File: config.mk
export PLATFORM = sky130hd
export DESIGN_NAME = dec_skid_pipe
export DESIGN_NICKNAME = d
export VERILOG_FILES = /design/src/rtl/dec_skid_pkg.sv /design/src/rtl/dec_skid_buf.sv /design/src/rtl/dec_skid_pipe.sv
export SDC_FILE = /design/constraint.sdc
export NUM_CORES = 1
export LEC_CHECK = 0
export ABC_AREA = 1
export CORE_UTILIZATION = 38
export CTS_CLUSTER_DIAMETER = 120
export CTS_CLUSTER_SIZE = 10
export DETAILED_ROUTE_END_ITERATION = 7
export PLACE_DENSITY = 0.62
export SETUP_SLACK_MARGIN = 0.05
export SKIP_LAST_GASP = 1
export SLEW_MARGIN = 20
export SYNTH_ARGS = -nofsm -noshare
export SYNTH_HDL_FRONTEND = slang
export SYNTH_SLANG_ARGS = --single-unit
File: constraint.sdc
create_clock -name clk_pad -period 2.42 [get_ports clk_pad]
set_input_delay 0.484 -clock clk_pad [delete_from_list [all_inputs] [get_ports clk_pad]]
set_output_delay 0.484 -clock clk_pad [all_outputs]
set_load 0.005 [all_outputs]
File: src/rtl/dec_skid_pkg.sv
// Shared types and the code decoder for the registered select decoder pipeline.
package dec_skid_pkg;

  localparam int unsigned ERR_CNT_W = 8;
  localparam int unsigned DEC_MAX_W = 256;

  typedef enum logic [1:0] {
    EMPTY,
    ONE,
    FULL
  } state_e;

  // Returns a DEC_MAX_W-wide word; callers keep the low num_out lines.
  // A code >= num_out leaves every line at the idle level.
  function automatic logic [DEC_MAX_W-1:0] decode_word(
    input logic [31:0] sel,
    input int unsigned num_out,
    input logic        active_low
  );
    logic [DEC_MAX_W-1:0] w;
    w = '0;
    for (int unsigned i = 0; i < DEC_MAX_W; i++) begin
      w[i] = (i < num_out) && (i == sel);
    end
    return active_low ? ~w : w;
  endfunction

endpackage

File: src/rtl/dec_skid_buf.sv
// Generic 2-entry skid buffer (EMPTY/ONE/FULL) with registered ready/valid;
// the head shows IDLE whenever the buffer is empty.
module dec_skid_buf
  import dec_skid_pkg::*;
#(
  parameter type T    = logic,
  parameter T    IDLE = '0
) (
  input  logic clk,
  input  logic rst_n,
  input  T     in_data,
  input  logic in_valid,
  output logic in_ready,
  output T     out_data,
  output logic out_valid,
  input  logic out_ready
);

  state_e state;
  T       skid;
  logic   accept;
  logic   pop;

  always_comb begin
    accept = in_valid & in_ready;
    pop    = out_valid & out_ready;
  end

  always_ff @(posedge clk) begin
    if (!rst_n) begin
      state     <= EMPTY;
      out_data  <= IDLE;
      skid      <= IDLE;
      in_ready  <= 1'b1;
      out_valid <= 1'b0;
    end else begin
      case (state)
        EMPTY: begin
          if (accept) begin
            out_data  <= in_data;
            out_valid <= 1'b1;
            state     <= ONE;
          end
        end
        ONE: begin
          if (accept && !pop) begin
            skid     <= in_data;
            in_ready <= 1'b0;
            state    <= FULL;
          end else if (pop && !accept) begin
            out_data  <= IDLE;
            out_valid <= 1'b0;
            state     <= EMPTY;
          end else if (pop && accept) begin
            out_data <= in_data;
          end
        end
        FULL: begin
          // in_ready is low here, so only a pop can move the state.
          if (pop) begin
            out_data <= skid;
            skid     <= IDLE;
            in_ready <= 1'b1;
            state    <= ONE;
          end
        end
        default: begin
          state     <= EMPTY;
          out_data  <= IDLE;
          in_ready  <= 1'b1;
          out_valid <= 1'b0;
        end
      endcase
    end
  end

endmodule

File: src/rtl/dec_skid_pipe.sv
// Registered SEL_W-to-NUM_OUT decoder behind a 2-entry valid/ready skid buffer.
// Define DEC_ERR_CNT_EN to add err_cnt_pad, a saturating count of out-of-range codes.
module dec_skid_pipe
  import dec_skid_pkg::*;
#(
  parameter int SEL_W      = 4,
  parameter int NUM_OUT    = 10,
  parameter int ACTIVE_LOW = 1
) (
  input  logic               clk_pad,
  input  logic               rst_n_pad,
  input  logic [SEL_W-1:0]   sel_pad,
  input  logic               in_valid_pad,
  output logic               in_ready_pad,
  output logic [NUM_OUT-1:0] dec_pad,
  output logic               range_err_pad,
  output logic               out_valid_pad,
  input  logic               out_ready_pad
`ifdef DEC_ERR_CNT_EN
  ,
  output logic [ERR_CNT_W-1:0] err_cnt_pad
`endif
);

  if (SEL_W < 1 || SEL_W > 16 || NUM_OUT < 1 || NUM_OUT > (1 << SEL_W) ||
      NUM_OUT > int'(DEC_MAX_W)) begin : g_bad_params
    $error("dec_skid_pipe: NUM_OUT must be in 1..2**SEL_W (SEL_W 1..16)");
  end

  typedef struct packed {
    logic [NUM_OUT-1:0] dec;
    logic               err;
  } entry_t;

  localparam logic [NUM_OUT-1:0] IDLE_DEC   = (ACTIVE_LOW != 0) ? '1 : '0;
  localparam entry_t             IDLE_ENTRY = '{dec: IDLE_DEC, err: 1'b0};

  logic [31:0]          sel_ext;
  logic [DEC_MAX_W-1:0] dec_full;
  entry_t               in_entry;
  entry_t               head;

  // Decode happens at accept time so the stored entry is already pad-ready.
  always_comb begin
    sel_ext      = 32'(sel_pad);
    dec_full     = decode_word(sel_ext, NUM_OUT, ACTIVE_LOW != 0);
    in_entry.dec = dec_full[NUM_OUT-1:0];
    in_entry.err = (sel_ext >= 32'(NUM_OUT));
  end

  if (NUM_OUT < int'(DEC_MAX_W)) begin : g_unused
    logic unused_dec_hi;
    assign unused_dec_hi = ^dec_full[DEC_MAX_W-1:NUM_OUT];
  end

  dec_skid_buf #(
    .T    (entry_t),
    .IDLE (IDLE_ENTRY)
  ) u_buf (
    .clk       (clk_pad),
    .rst_n     (rst_n_pad),
    .in_data   (in_entry),
    .in_valid  (in_valid_pad),
    .in_ready  (in_ready_pad),
    .out_data  (head),
    .out_valid (out_valid_pad),
    .out_ready (out_ready_pad)
  );

  always_comb begin
    dec_pad       = head.dec;
    range_err_pad = head.err;
  end

`ifdef DEC_ERR_CNT_EN
  always_ff @(posedge clk_pad) begin
    if (!rst_n_pad) begin
      err_cnt_pad <= '0;
    end else if (in_valid_pad && in_ready_pad && in_entry.err && (err_cnt_pad != '1)) begin
      err_cnt_pad <= err_cnt_pad + 1'b1;
    end
  end
`endif

endmodule

==> flow_metrics.tcl <==
set metrics [dict create \
    status "finished, final reports clean" \
    ant_nets 0 \
    tns_ns 0 \
    drv_slew 0 \
    antenna_found_initial 0 \
    grt_overflow_total 0 \
    slew_headroom 0.670 \
    yosys_warnings 0 \
    synth_top_area_frac 0.351 \
    crit_buf_inv 3 \
    drc 0 \
    clk_pin_slew_ns 0.09 \
    setup_viol 0 \
    maxCapViolations 0 \
    path_cells "clkdlybuf4s50_1 -> nand2_1 -> inv_1 -> nor2_2 -> nor2_2 -> inv_2 -> nor2_1 -> nor2_1" \
    p_per_area_nw_per_um2 875 \
    vias 1580 \
    cts.sinks 26 \
    cts_inserted_buffers 3 \
    drt-total-wl_mm 3.87 \
    initialDrtViolationCount 108 \
    fin_cells 320 \
    cp.required_ns 2.59 \
    clk_latency_ns 0.27 \
    antennaDiodeCount 0 \
    die_area_um2 4160 \
    cpPeakStageDelay_ns 0.45 \
    final_nets 281 \
    syn_nets 261 \
    worstSetupPathType "input pin to flip-flop" \
    htreeDepth 1 \
    crit_fanout 12 \
    gr-usage-all-layers 0.202 \
    cts_tree "done" \
    netlist_area_um2 1480 \
    die_w_um 64.5 \
    yosys_register_bits 26 \
    initial_core_util 0.402 \
    ys_seq_area_frac 0.351 \
    die_h_um 64.5 \
    netlist_instances 253 \
    syn_avg_cell_area_um2 5.86 \
    ctsRootBufferMaster "clkbuf_8" \
    drive_gt1_frac 0.0662 \
    fin_skew_ns 0.00484 \
    report.final.hold_viol_count 0 \
    hpwl_mm 2.83 \
    period_needed_ns 1.77 \
    max_freq_mhz 566 \
    core_area_um2 3690 \
    fill_cells 393 \
    place.gp.congestion 0.927 \
    synth_largest_area_cell "dfxtp_1" \
    hold_class "flip-flop to flip-flop" \
    post_cts_buffers 0 \
    max-clock-path-buffers 2 \
    rows 22 \
    synth.area.top_cells "dfxtp_1, nand2_1, nand3_1, nor2_1, a21oi_1" \
    port-buffer-count 20 \
    leakage_nw 0.849 \
    rsz0062_at_grt "no" \
    dp.cells 316 \
    grt_max_degree 16 \
    critPathTopFamily "buffers and inverters" \
    io_pins 21 \
    timing.final.crit_share 0.730 \
    cp_slowest_cell "clkdlybuf4s50_1" \
    worst_slew_pin_slew_ns 0.494 \
    wl_per_cell_um 12.1 \
    vdd.ir_drop.worst_mv 0.525 \
    grt_pass1_vias 1372 \
    holdBufCountCts 0 \
    drt-pass1-iter-count 4 \
    cp-start-kind "input pin" \
    worst_setup_path_end_kind "flip-flop" \
    cts_resized 0 \
    via_per_inst 4.94 \
    yosys.cell_types.count 14 \
    cp.arrival_ns 1.94 \
    grt_pass1_wl_mm 6.64 \
    design_power_total_mw 1.57 \
    syn_to_final_growth_pct 21.3 \
]
path summary, 6_finish.rpt:
kind | cells past startpoint | endpoint | slack [ns] | startpoint
max | 8 | u_buf.out_data[0] | 0.65 | out_ready_pad
min | 2 | u_buf.skid[0] | 0.47 | u_buf.skid[0]
max reg2reg | 7 | u_buf.out_data[0] | 0.73 | u_buf.state[1]
min reg2reg | 2 | u_buf.skid[0] | 0.47 | u_buf.skid[0]
final cells by class:
type,count,area [um^2],share of cell area
well taps,48,60.1,0.0334
flip-flops and latches,26,520,0.289
clock buffers,3,41.3,0.0230
inverters,13,48.8,0.0271
repair buffers,27,253,0.141
multi-input cells,202,845,0.470
clock inverters,1,30.0,0.0167
kinds of logic after synthesis:
family	after synthesis	share of synthesized area
buffers and inverters	25	0.0793
AOI/OAI and AO/OA	19	0.0641
DFF	26	0.351
and+or+nand+nor	183	0.505
per-layer routing:
layer / global-route usage / routed length, um / vias to the layer above
li1: - / - / 835
met1: 0.294 / 1860 / 679
met2: 0.317 / 1710 / 62
met3: 0.0370 / 271 / 4
met4: 0.0250 / 29 / 0
met5: 0 / 0 / -
Yosys cell counts:
library cell  number
nand2_1          100
nor2_1            39
nand3_1           38
dfxtp_1           26
a21oi_1           13
inv_1             12
buf_2              7
o21ai_0            6
clkbuf_1           3
nor2_2             3
buf_6              2
nand2_2            2
inv_2              1
or2_2              1
cells in the final DEF, fill, tap and decap left out, drive strengths merged:
| cell type | netlist | final |
|---|---|---|
| nand3 | 38 | 38 |
| o21ai | 6 | 6 |
| nand2 | 102 | 102 |
| buf | 9 | 7 |
| or2 | 1 | 1 |
| clkdlybuf4s50 | 0 | 20 |
| dfxtp | 26 | 26 |
| bufinv | 0 | 1 |
| a21oi | 13 | 13 |
| inv | 13 | 13 |
| clkbuf | 3 | 3 |
| nor2 | 42 | 42 |
through the flow:
| step | hold WS (ns) | utilization | worst slack, ns | cell area (um^2) |
|---|---|---|---|---|
| 2_1_floorplan | 0.435 | - | 1.12 | 1480 |
| 3_3_place_gp | 0.452 | 0.468 | 0.396 | 1730 |
| 3_5_place_dp | 0.454 | 0.468 | 0.373 | 1730 |
| 4_1_cts | 0.476 | 0.487 | 0.661 | 1800 |
| 5_1_grt | 0.501 | 0.487 | 0.543 | 1800 |
| 6_report | 0.473 | 0.487 | 0.653 | 1800 |
where the power goes:
group,internal (mW),leakage (nW),switching [mW]
Clock,0.221,0.0357,0.145
Combinational,0.268,0.599,0.359
Sequential,0.528,0.215,0.0511
registers in the layout, summed over array words and instances, names as in the netlist:
register         cells
u_buf.out_valid      1
u_buf.out_data      11
u_buf.in_ready       1
u_buf.state          2
u_buf.skid          11
worst reg2reg max path, stage by stage (launching register included):
cell and delay (ns):
dfxtp_1 0.39, inv_1 0.22, nand2_1 0.19, nor2_2 0.07, nor2_2 0.35, inv_2 0.18, nor2_1 0.14, nor2_1 0.05
Power figures use the tool's default switching activity.
